File: config.mk
export PLATFORM = sky130hd
export DESIGN_NAME = fp_cvt_128_to_i128_flat
export DESIGN_NICKNAME = d
export VERILOG_FILES = /design/src/rtl/fp_cvt_128_to_i128_if.sv /design/src/rtl/fp_cvt_128_to_i128.sv /design/src/flat_wrapper.sv
export SDC_FILE = /design/constraint.sdc
export NUM_CORES = 2
export LEC_CHECK = 0
export ABC_AREA = 0
export CAP_MARGIN = 25
export CORE_ASPECT_RATIO = 0.6
export CORE_MARGIN = 3
export CORE_UTILIZATION = 40
export DETAILED_ROUTE_END_ITERATION = 6
export PLACE_DENSITY = 0.68
export SYNTH_ARGS = -nofsm -noshare
export SYNTH_HDL_FRONTEND = slang
export SYNTH_SLANG_ARGS = --single-unit
File: constraint.sdc
create_clock -name clk -period 7.01 [get_ports clk]
set_clock_uncertainty 0.1 [all_clocks]
set_input_delay 1.402 -clock clk [delete_from_list [all_inputs] [get_ports clk]]
set_output_delay 1.402 -clock clk [all_outputs]
set_load 0.05 [all_outputs]
File: src/rtl/fp_cvt_128_to_i128_if.sv
// rtl/fp_cvt_128_to_i128_if.sv - operand/result handshake bundle for the binary128-to-int128 converter
interface fp_cvt_128_to_i128_if;
  logic         vld_i;
  logic         rdy_o;
  logic         op;
  logic [2:0]   rm;
  logic [127:0] a;
  logic         vld_o;
  logic         rdy_i;
  logic [127:0] o;
  logic         inexact;
  logic         invalid;

  modport master (
    output vld_i, op, rm, a, rdy_i,
    input  rdy_o, vld_o, o, inexact, invalid
  );

  modport slave (
    input  vld_i, op, rm, a, rdy_i,
    output rdy_o, vld_o, o, inexact, invalid
  );
endinterface

File: src/rtl/fp_cvt_128_to_i128.sv
// rtl/fp_cvt_128_to_i128.sv - 3-stage binary128 to 128-bit integer converter with valid/ready stall
// Define FPCVTTOI_SAT_EN to saturate invalid results instead of returning the integer indefinite.
module fp_cvt_128_to_i128 (
  input  logic                 clk,
  input  logic                 rst_n,
  input  logic                 ce,
  fp_cvt_128_to_i128_if.slave  bus
);
  localparam int FPWID = 128;
  localparam int EMSB  = 14;
  localparam int FMSB  = 111;
  localparam int BIAS  = 16383;

  typedef struct packed {
    logic         vld;
    logic         sign;
    logic         op;
    logic [2:0]   rm;
    logic [15:0]  e;
    logic [112:0] m;
    logic         nan;
    logic         inf;
  } s1_t;

  typedef struct packed {
    logic         vld;
    logic         sign;
    logic         op;
    logic [2:0]   rm;
    logic [127:0] mag;
    logic         ovf;
    logic         g;
    logic         r;
    logic         s;
    logic         nan;
    logic         inf;
  } s2_t;

  s1_t          s1_d, s1_q;
  s2_t          s2_d, s2_q;
  logic         vld_o_d, vld_o_q;
  logic [127:0] o_d, o_q;
  logic         inexact_d, inexact_q;
  logic         invalid_d, invalid_q;

  logic         advance;
  logic [EMSB:0] a_exp;
  logic [FMSB:0] a_sig;

  // Single global stall: every stage moves together or not at all.
  assign advance = ce & (bus.rdy_i | ~vld_o_q);

  always_comb begin
    a_exp = bus.a[FPWID-2:FMSB+1];
    a_sig = bus.a[FMSB:0];
    s1_d  = s1_q;
    if (advance) begin
      s1_d.vld  = bus.vld_i;
      s1_d.sign = bus.a[FPWID-1];
      s1_d.op   = bus.op;
      s1_d.rm   = bus.rm;
      s1_d.e    = {1'b0, a_exp} - 16'(BIAS);
      s1_d.m    = {a_exp != '0, a_sig};
      s1_d.nan  = (&a_exp) & (a_sig != '0);
      s1_d.inf  = (&a_exp) & (a_sig == '0);
    end
  end

  logic signed [15:0] e2;
  logic [7:0]         lsh;
  logic [7:0]         rsh;
  logic [143:0]       wide_l;
  logic [225:0]       wide_r;

  always_comb begin
    e2     = $signed(s1_q.e);
    lsh    = '0;
    rsh    = '0;
    wide_l = '0;
    wide_r = '0;
    s2_d   = s2_q;
    if (advance) begin
      s2_d.vld  = s1_q.vld;
      s2_d.sign = s1_q.sign;
      s2_d.op   = s1_q.op;
      s2_d.rm   = s1_q.rm;
      s2_d.nan  = s1_q.nan;
      s2_d.inf  = s1_q.inf;
      s2_d.mag  = '0;
      s2_d.ovf  = 1'b0;
      s2_d.g    = 1'b0;
      s2_d.r    = 1'b0;
      s2_d.s    = 1'b0;
      if (e2 >= 16'sd128) begin
        s2_d.ovf = 1'b1;
      end else if (e2 >= 16'sd112) begin
        lsh      = 8'(e2 - 16'sd112);
        wide_l   = {31'b0, s1_q.m} << lsh;
        s2_d.mag = wide_l[127:0];
        s2_d.ovf = |wide_l[143:128];
      end else if (e2 >= -16'sd1) begin
        // Fraction bits land below bit 113: [113]=g, [112]=r, rest=sticky.
        rsh      = 8'(16'sd112 - e2);
        wide_r   = {s1_q.m, 113'b0} >> rsh;
        s2_d.mag = {15'b0, wide_r[225:113]};
        s2_d.g   = wide_r[113];
        s2_d.r   = wide_r[112];
        s2_d.s   = |wide_r[111:0];
      end else begin
        s2_d.s = |s1_q.m;
      end
    end
  end

  logic         inc;
  logic [128:0] mag_r;
  logic         ovf_any;
  logic         inv;
  logic [127:0] res;
  logic [127:0] sat;

  always_comb begin
    case (s2_q.rm)
      3'd1:    inc = 1'b0;
      3'd2:    inc = (s2_q.r | s2_q.s) & ~s2_q.sign;
      3'd3:    inc = (s2_q.r | s2_q.s) & s2_q.sign;
      3'd4:    inc = s2_q.r | s2_q.s;
      default: inc = s2_q.r & (s2_q.g | s2_q.s);
    endcase
    mag_r   = {1'b0, s2_q.mag} + 129'(inc);
    ovf_any = s2_q.ovf | mag_r[128];
    if (s2_q.nan | s2_q.inf | ovf_any)
      inv = 1'b1;
    else if (s2_q.op)
      inv = s2_q.sign ? (mag_r[127] & (|mag_r[126:0])) : mag_r[127];
    else
      inv = s2_q.sign & (mag_r[127:0] != '0);
    res = s2_q.sign ? -mag_r[127:0] : mag_r[127:0];
`ifdef FPCVTTOI_SAT_EN
    if (s2_q.nan | ~s2_q.sign)
      sat = s2_q.op ? {1'b0, {127{1'b1}}} : {128{1'b1}};
    else
      sat = s2_q.op ? {1'b1, 127'b0} : 128'b0;
`else
    sat = {1'b1, 127'b0};
`endif
    vld_o_d   = vld_o_q;
    o_d       = o_q;
    inexact_d = inexact_q;
    invalid_d = invalid_q;
    if (advance) begin
      vld_o_d = s2_q.vld;
      if (s2_q.vld) begin
        o_d       = inv ? sat : res;
        invalid_d = inv;
        inexact_d = ~inv & (s2_q.r | s2_q.s);
      end
    end
  end

  always_ff @(posedge clk or negedge rst_n) begin
    if (!rst_n) begin
      s1_q      <= '0;
      s2_q      <= '0;
      vld_o_q   <= 1'b0;
      o_q       <= '0;
      inexact_q <= 1'b0;
      invalid_q <= 1'b0;
    end else begin
      s1_q      <= s1_d;
      s2_q      <= s2_d;
      vld_o_q   <= vld_o_d;
      o_q       <= o_d;
      inexact_q <= inexact_d;
      invalid_q <= invalid_d;
    end
  end

  assign bus.rdy_o   = advance;
  assign bus.vld_o   = vld_o_q;
  assign bus.o       = o_q;
  assign bus.inexact = inexact_q;
  assign bus.invalid = invalid_q;
endmodule

File: src/flat_wrapper.sv
// flat-port wrapper written by rule: the top's interface ports become plain ports
module fp_cvt_128_to_i128_flat 
  (clk, rst_n, ce, bus_vld_i, bus_op, bus_rm, bus_a, bus_rdy_i, bus_rdy_o, bus_vld_o, bus_o, bus_inexact, bus_invalid);
  fp_cvt_128_to_i128_if bus_i ();
  input  logic clk;
  input  logic rst_n;
  input  logic ce;
  input wire logic [$bits(bus_i.vld_i)-1:0] bus_vld_i;
  input wire logic [$bits(bus_i.op)-1:0] bus_op;
  input wire logic [$bits(bus_i.rm)-1:0] bus_rm;
  input wire logic [$bits(bus_i.a)-1:0] bus_a;
  input wire logic [$bits(bus_i.rdy_i)-1:0] bus_rdy_i;
  output wire logic [$bits(bus_i.rdy_o)-1:0] bus_rdy_o;
  output wire logic [$bits(bus_i.vld_o)-1:0] bus_vld_o;
  output wire logic [$bits(bus_i.o)-1:0] bus_o;
  output wire logic [$bits(bus_i.inexact)-1:0] bus_inexact;
  output wire logic [$bits(bus_i.invalid)-1:0] bus_invalid;
  assign bus_i.vld_i = bus_vld_i;
  assign bus_i.op = bus_op;
  assign bus_i.rm = bus_rm;
  assign bus_i.a = bus_a;
  assign bus_i.rdy_i = bus_rdy_i;
  assign bus_rdy_o = bus_i.rdy_o;
  assign bus_vld_o = bus_i.vld_o;
  assign bus_o = bus_i.o;
  assign bus_inexact = bus_i.inexact;
  assign bus_invalid = bus_i.invalid;
  fp_cvt_128_to_i128 u_core (.clk(clk), .rst_n(rst_n), .ce(ce), .bus(bus_i));
endmodule
## Word-level counts from Yosys, hierarchy flattened

Cells that the tools add are included.

| word-level totals | value |
|---|---|
| register bits | 408 |
| input port bits | 137 |
| output and inout bits | 132 |

| cells by class | value |
|---|---|
| add/sub/neg operators | 5 |
| $lt $le $gt $ge | 3 |
| equal/unequal tests | 4 |
| shifts and indexed selects | 2 |
| multiplexer cells | 15 |
| bitwise logic cells | 18 |
| reduce and logical (&&, ||, !) cells | 10 |

Operators with widths:

| cell | number |
|---|---|
| 2-to-1 mux 128 bit | 4 |
| right shift 226 x 8 -> 226 bit | 1 |
| left shift 113 x 8 -> 144 bit | 1 |
| adder 128 x 1 -> 129 bit | 1 |
| negation 128 bit | 1 |
| nonzero test 128 bit | 1 |
| OR reduction 127 bit | 1 |
| 2-to-1 mux 113 bit | 1 |
| OR reduction 113 bit | 1 |
| zero test 112 bit | 1 |
| nonzero test 112 bit | 1 |
| OR reduction 112 bit | 1 |
| >= comparator 16 x 1 -> 1 bit, second input constant | 1 |
| >= comparator 16 x 8 -> 1 bit, second input constant | 1 |
| >= comparator 16 x 9 -> 1 bit, second input constant | 1 |
| OR reduction 16 bit | 1 |
| subtractor 15 x 14 -> 16 bit, second input constant | 1 |
| AND reduction 15 bit | 1 |
| nonzero test 15 bit | 1 |
| bitwise AND 1 bit | 9 |
| subtractor 8 bit, first input constant | 1 |
| subtractor 8 bit, second input constant | 1 |
| equality test 3 x 2 -> 1 bit, second input constant | 2 |
| 2-to-1 mux 1 bit | 6 |
| other kinds (8) | 16 |

## Logic depth before layout (Yosys ltp)

| depth | value |
|---|---|
| depth after elaboration | 11 |
| mapped depth | 30 |
| gate-level depth less buffers | 21 |

## Least setup slack after synthesis

Ideal clock, no wire load.

| timing | value |
|---|---|
| path type | register to register |
| from | register u_core.s1_q (netlist bit u_core.e2[0]) |
| to | register u_core.s2_q[2] (netlist bit) |
| setup time | 0.142 ns |
| arrival time | 6.716 ns |
| data required time | 6.768 ns |
| setup slack | 0.052 ns |
| stages on the path, launching flop included | 28 |
| path buffers | 13 |
| cells stage by stage | dfrtp_1 -> buf_2 -> buf_4 -> inv_1 -> buf_2 -> buf_2 -> buf_2 -> buf_2 -> buf_2 -> buf_2 -> buf_2 -> ha_1 -> buf_2 -> buf_1 -> clkbuf_1 -> buf_1 -> mux4_2 -> nand3_1 -> nand3_1 -> o2111ai_1 -> o31ai_1 -> nor3b_1 -> a31oi_1 -> or4b_2 -> or4_1 -> o32a_1 -> a21oi_1 -> a41oi_1 |

| on the way | value |
|---|---|
| longest elaborated chain between the ends | 6 |
| elaborated cells between the ends (all ways) | 9 |
| those cells by class | add/sub: 1; order compare: 3; shift: 1; mux: 3; reduce/logical: 1 |

Ends and longest elaborated chain:

| element | RTL line | text |
|---|---|---|
| from (decl) | fp_cvt_128_to_i128.sv:39 | `s1_t s1_d, s1_q;` |
| from (signal assigned) | fp_cvt_128_to_i128.sv:163 | `s1_q <= '0;` |
| from (signal assigned) | fp_cvt_128_to_i128.sv:170 | `s1_q <= s1_d;` |
| subtractor 8 bit | fp_cvt_128_to_i128.sv:103 | `rsh = 8'(16'sd112 - e2);` |
| right shift 226 x 8 -> 226 bit | fp_cvt_128_to_i128.sv:104 | `wide_r = {s1_q.m, 113'b0} >> rsh;` |
| OR reduction 112 bit | fp_cvt_128_to_i128.sv:108 | `s2_d.s = \|wide_r[111:0];` |
| 2-to-1 mux 1 bit | fp_cvt_128_to_i128.sv:101 | `end else if (e2 >= -16'sd1) begin` |
| 2-to-1 mux 3 bit | fp_cvt_128_to_i128.sv:96 | `end else if (e2 >= 16'sd112) begin` |
| 2-to-1 mux 3 bit (*) | fp_cvt_128_to_i128.sv:94 | `if (e2 >= 16'sd128) begin` |
| to (signal assigned) | fp_cvt_128_to_i128.sv:164 | `s2_q <= '0;` |
| to (signal assigned) | fp_cvt_128_to_i128.sv:171 | `s2_q <= s2_d;` |
| to (decl) | fp_cvt_128_to_i128.sv:40 | `s2_t s2_d, s2_q;` |

Mark *: on every way between the ends. The rest lies on a longest branch, timed or not.
A chain may end at the register's enable or synchronous reset.

## Worst setup path after layout

| timing | value |
|---|---|
| from | register u_core.s2_q[138] (netlist bit) |
| to | register u_core.o_q[125] (netlist: u_core.bus.o[125]) |

| on the way | value |
|---|---|
| longest elaborated chain between the ends | 10 |
| elaborated cells between the ends (all ways) | 17 |
| those cells by class | add/sub: 2; mux: 6; bitwise: 7; reduce/logical: 2 |

Ends and longest elaborated chain:

| element | RTL line | text |
|---|---|---|
| branches (longest 9 deep; another with adder 128 x 1 -> 129 bit) | n/a |  |
| 2-to-1 mux 128 bit (*) | fp_cvt_128_to_i128.sv:154 | `o_d = inv ? sat : res;` |
| to (signal assigned) | fp_cvt_128_to_i128.sv:166 | `o_q <= '0;` |
| to (signal assigned) | fp_cvt_128_to_i128.sv:173 | `o_q <= o_d;` |
| to (decl) | fp_cvt_128_to_i128.sv:42 | `logic [127:0] o_d, o_q;` |

Mark *: on every way between the ends.

==> key figures <==
Worst setup path
  – Setup Crit Path Kind: reg2reg
  – Worst Path Required: 7.43 ns
  – Worst reg2reg path depth: 25
  – CP arrival: 7.02 ns
  – Critical Path Start Type: flip-flop
  – Crit. End Element: flip-flop
  – Worst-path maximum fanout: 7

Clocking
  – Clk_lat worst skew: 0.66 ns
  – H-tree depth: 2
  – Clock sink total: 408
  – CTS tree: yes
  – Clock root buffer master: clkbuf_16
  – Clock slew at reported path FFs: around 0.060 ns
  – Max Root-Sink Buffers: 3
  – Cts repair resizes: 0
  – Setup repair bufs after CTS: 0
  – TritonCTS Buffers: 43
  – Quantity of hold-fixing buffers added after cts: 0

Synth
  – Most area-hungry cell type in the Yosys netlist: dfrtp_1
  – Top cell type's share of synthesized area: 0.232
  – Register area share after synthesis: 0.232
  – Mapped Area: 44,000 µm²
  – Cell count after synthesis: around 5,600
  – Ys flop type: dfrtp_1
  – Syn avg cell area: 7.89 µm²
  – Ys async rst share: 1.00
  – Synth area leaders: dfrtp_1, mux4_2, nand2_1
  – Yosys reg bits: 408
  – Number of flops mapped to enable cells by yosys: 0
  – Post-synth net total: ~5,700
  – Synth unique cells: 93
  – Yosys warns: 0

STA
  – Final worst slack: 0.408 ns
  – Max Transition Viols Final: 0
  – Actual slew at the worst max-slew pin: 1.31 ns
  – Fin. Hold Viols: 0
  – Final worst path period share: 0.942
  – Total negative slack: 0 ns
  – Final setup viols: 0
  – Slew Limit Headroom: 0.122
  – RSZ-0062 raised after global routing: false
  – Fmax: 151 MHz
  – Crit path time final: 6.60 ns

GRT
  – First-pass GRT wire length: 361,000 µm
  – GRT overflow: 0
  – Vias in the first global route: 45,700
  – GR Util All Layers: 0.439
  – Initial antenna violation count: 17
  – Largest net degree at the start of global routing: 146

Hold path
  – Worst hold path type: reg2reg
  – Hold Path Depth: 2

Run
  – Max-cap violation count: 0

Final layout
  – Synthesis-to-layout area growth: 16.5%
  – Post-layout util: 0.474
  – Final instance area: around 51,000 µm²
  – Share of cells above drive strength 1: 0.164
  – Commonest non-fill, non-tap cells in the layout: nand2_1, o21ai_0, nor2_1
  – Leading cell type in the layout, fill and taps excluded: nand2_1
  – Final Net Count: 5,911

Route
  – Total wire length: 260,000 µm
  – DR DRC count: 1
  – Routed vias/inst: approximately 7
  – Average routed wire per standard cell: 36.0 µm
  – Drt first pass iters: 7
  – DR vias: 50,700
  – Routed Antenna Nets: 0
  – Iter 0 DRT Violations: 8,984

Placement
  – Hpwl dp: 209,000 µm
  – Place WS: 0.571 ns
  – Area of placed instances: 49,700 µm²
  – GPL Wtd Cong: between 1 and 1.5
  – IO Port Bufs: 268

Power
  – VDD IR max: ~0.26 mV
  – LEAKAGE: 0.0209 µW
  – PwrDens: around 480 nW/µm²

Floorplanning
  – Die X-Extent: about 430 µm
  – Starting Density: 0.407
  – Die area: between 100,000 and 150,000 µm²
  – Io pins: 269
  – FP Rows: 93
  – Die Y: 263 µm
  – Core Box Area: 108,000 µm²

Status
  – Violated checks: DRC
  – Status: finished, violations left
cells in the mapped netlist (49+ instances only):
cell,instances
o22ai_1,57
xnor2_1,142
nand2_1,1002
buf_1,73
nor3_1,124
mux4_2,196
clkbuf_1,334
mux2i_1,310
a211oi_1,55
dfrtp_1,408
nand3_1,149
buf_2,77
nor2_1,423
mux2_2,174
nand4_1,120
o21ai_0,509
a21oi_1,265
a22o_1,164
or3_1,49
o31ai_1,50
nor4_1,134
xor2_1,124
per-layer routing:
metal | routed length [µm] | GRT usage | part of all wire
met5 | 724 | 0.0399 | 0.0028
met4 | 5370 | 0.0742 | 0.021
met3 | 47200 | 0.256 | 0.18
met2 | 89900 | 0.512 | 0.35
met1 | 117000 | 0.670 | 0.45
state kept, by name, summed over array words and instances (netlist names):
signal	cells
u_core.bus.invalid	1
u_core.bus.o	128
u_core.s2_q	140
u_core.e2	16
u_core.s1_q	121
u_core.bus.inexact	1
u_core.bus.vld_o	1
cells by family (layout without fill, tap and decap cells):
logic type | after synthesis | count (layout) | share of synthesized area
other cells | 0 | 12 | 0
xor+xnor | 266 | 266 | 0.0529
simple gates | 2244 | 2244 | 0.238
fa+ha+maj | 9 | 9 | 0.00256
buf+inv | 560 | 779 | 0.0542
flops | 408 | 408 | 0.232
compound gates | 1411 | 1411 | 0.205
mux | 680 | 680 | 0.215
critical path: stages, from the launching register on:
cell and delay (ns):
dfrtp_4 0.48, xnor2_1 0.16, nand2_1 0.07, nor2_1 0.08
a21oi_1 0.06, nand2b_1 0.08, a21oi_1 0.06, a21oi_1 0.13
ha_1 0.27, ha_1 0.33, and4_1 0.33, and4_1 0.42
buf_4 0.30, and4_1 0.26, buf_4 0.21, nand2_1 0.13
xnor2_1 0.25, or4_1 0.61, nor3_1 0.61, nor4b_1 0.33
buf_4 0.22, nand4_1 0.10, buf_4 0.19, o31ai_1 0.38
xnor2_1 0.11, a22o_1 0.20
layout make-up:
cell class | count | area [µm²]
inverter | 44 | 171
multi-input combinational | 4610 | 31700
clock buffer | 56 | 1170
tap | 1425 | 1780
antenna | 12 | 30.0
timing repair buffer | 658 | 5860
fill | 10700 | 56900
sequential | 408 | 10200
clock inverter | 21 | 317
metrics by stage:
step / total power [µW] / std cells / hold WS (ns)
after floorplan: 12500 / 5578 / 0.339
after global placement: 20500 / 7127 / 0.353
after detailed placement: 20400 / 7135 / 0.355
after CTS: 23000 / 7212 / 0.368
after global routing: 24700 / 7222 / 0.406
final: 24400 / 7234 / 0.363
where the power goes:
part	leakage, µW	total (µW)	switching, µW	internal [µW]
clock network	0.000716	2560	1150	1420
logic	0.0148	18100	12300	5820
registers	0.00538	3720	944	2780
final timing paths:
check	start	endpoint	slack, ns
max	u_core.s2_q[138]	u_core.bus.o[125]	0.41
min	u_core.s1_q[1]	u_core.s2_q[1]	0.36
max reg2reg	u_core.s2_q[138]	u_core.bus.o[125]	0.41
min reg2reg	u_core.s1_q[1]	u_core.s2_q[1]	0.36
max in group asynchronous	rst_n	u_core.s2_q[138]	5.07
min in group asynchronous	rst_n	u_core.bus.o[85]	0.54
No activity file was read; power rests on OpenSTA's default activity.
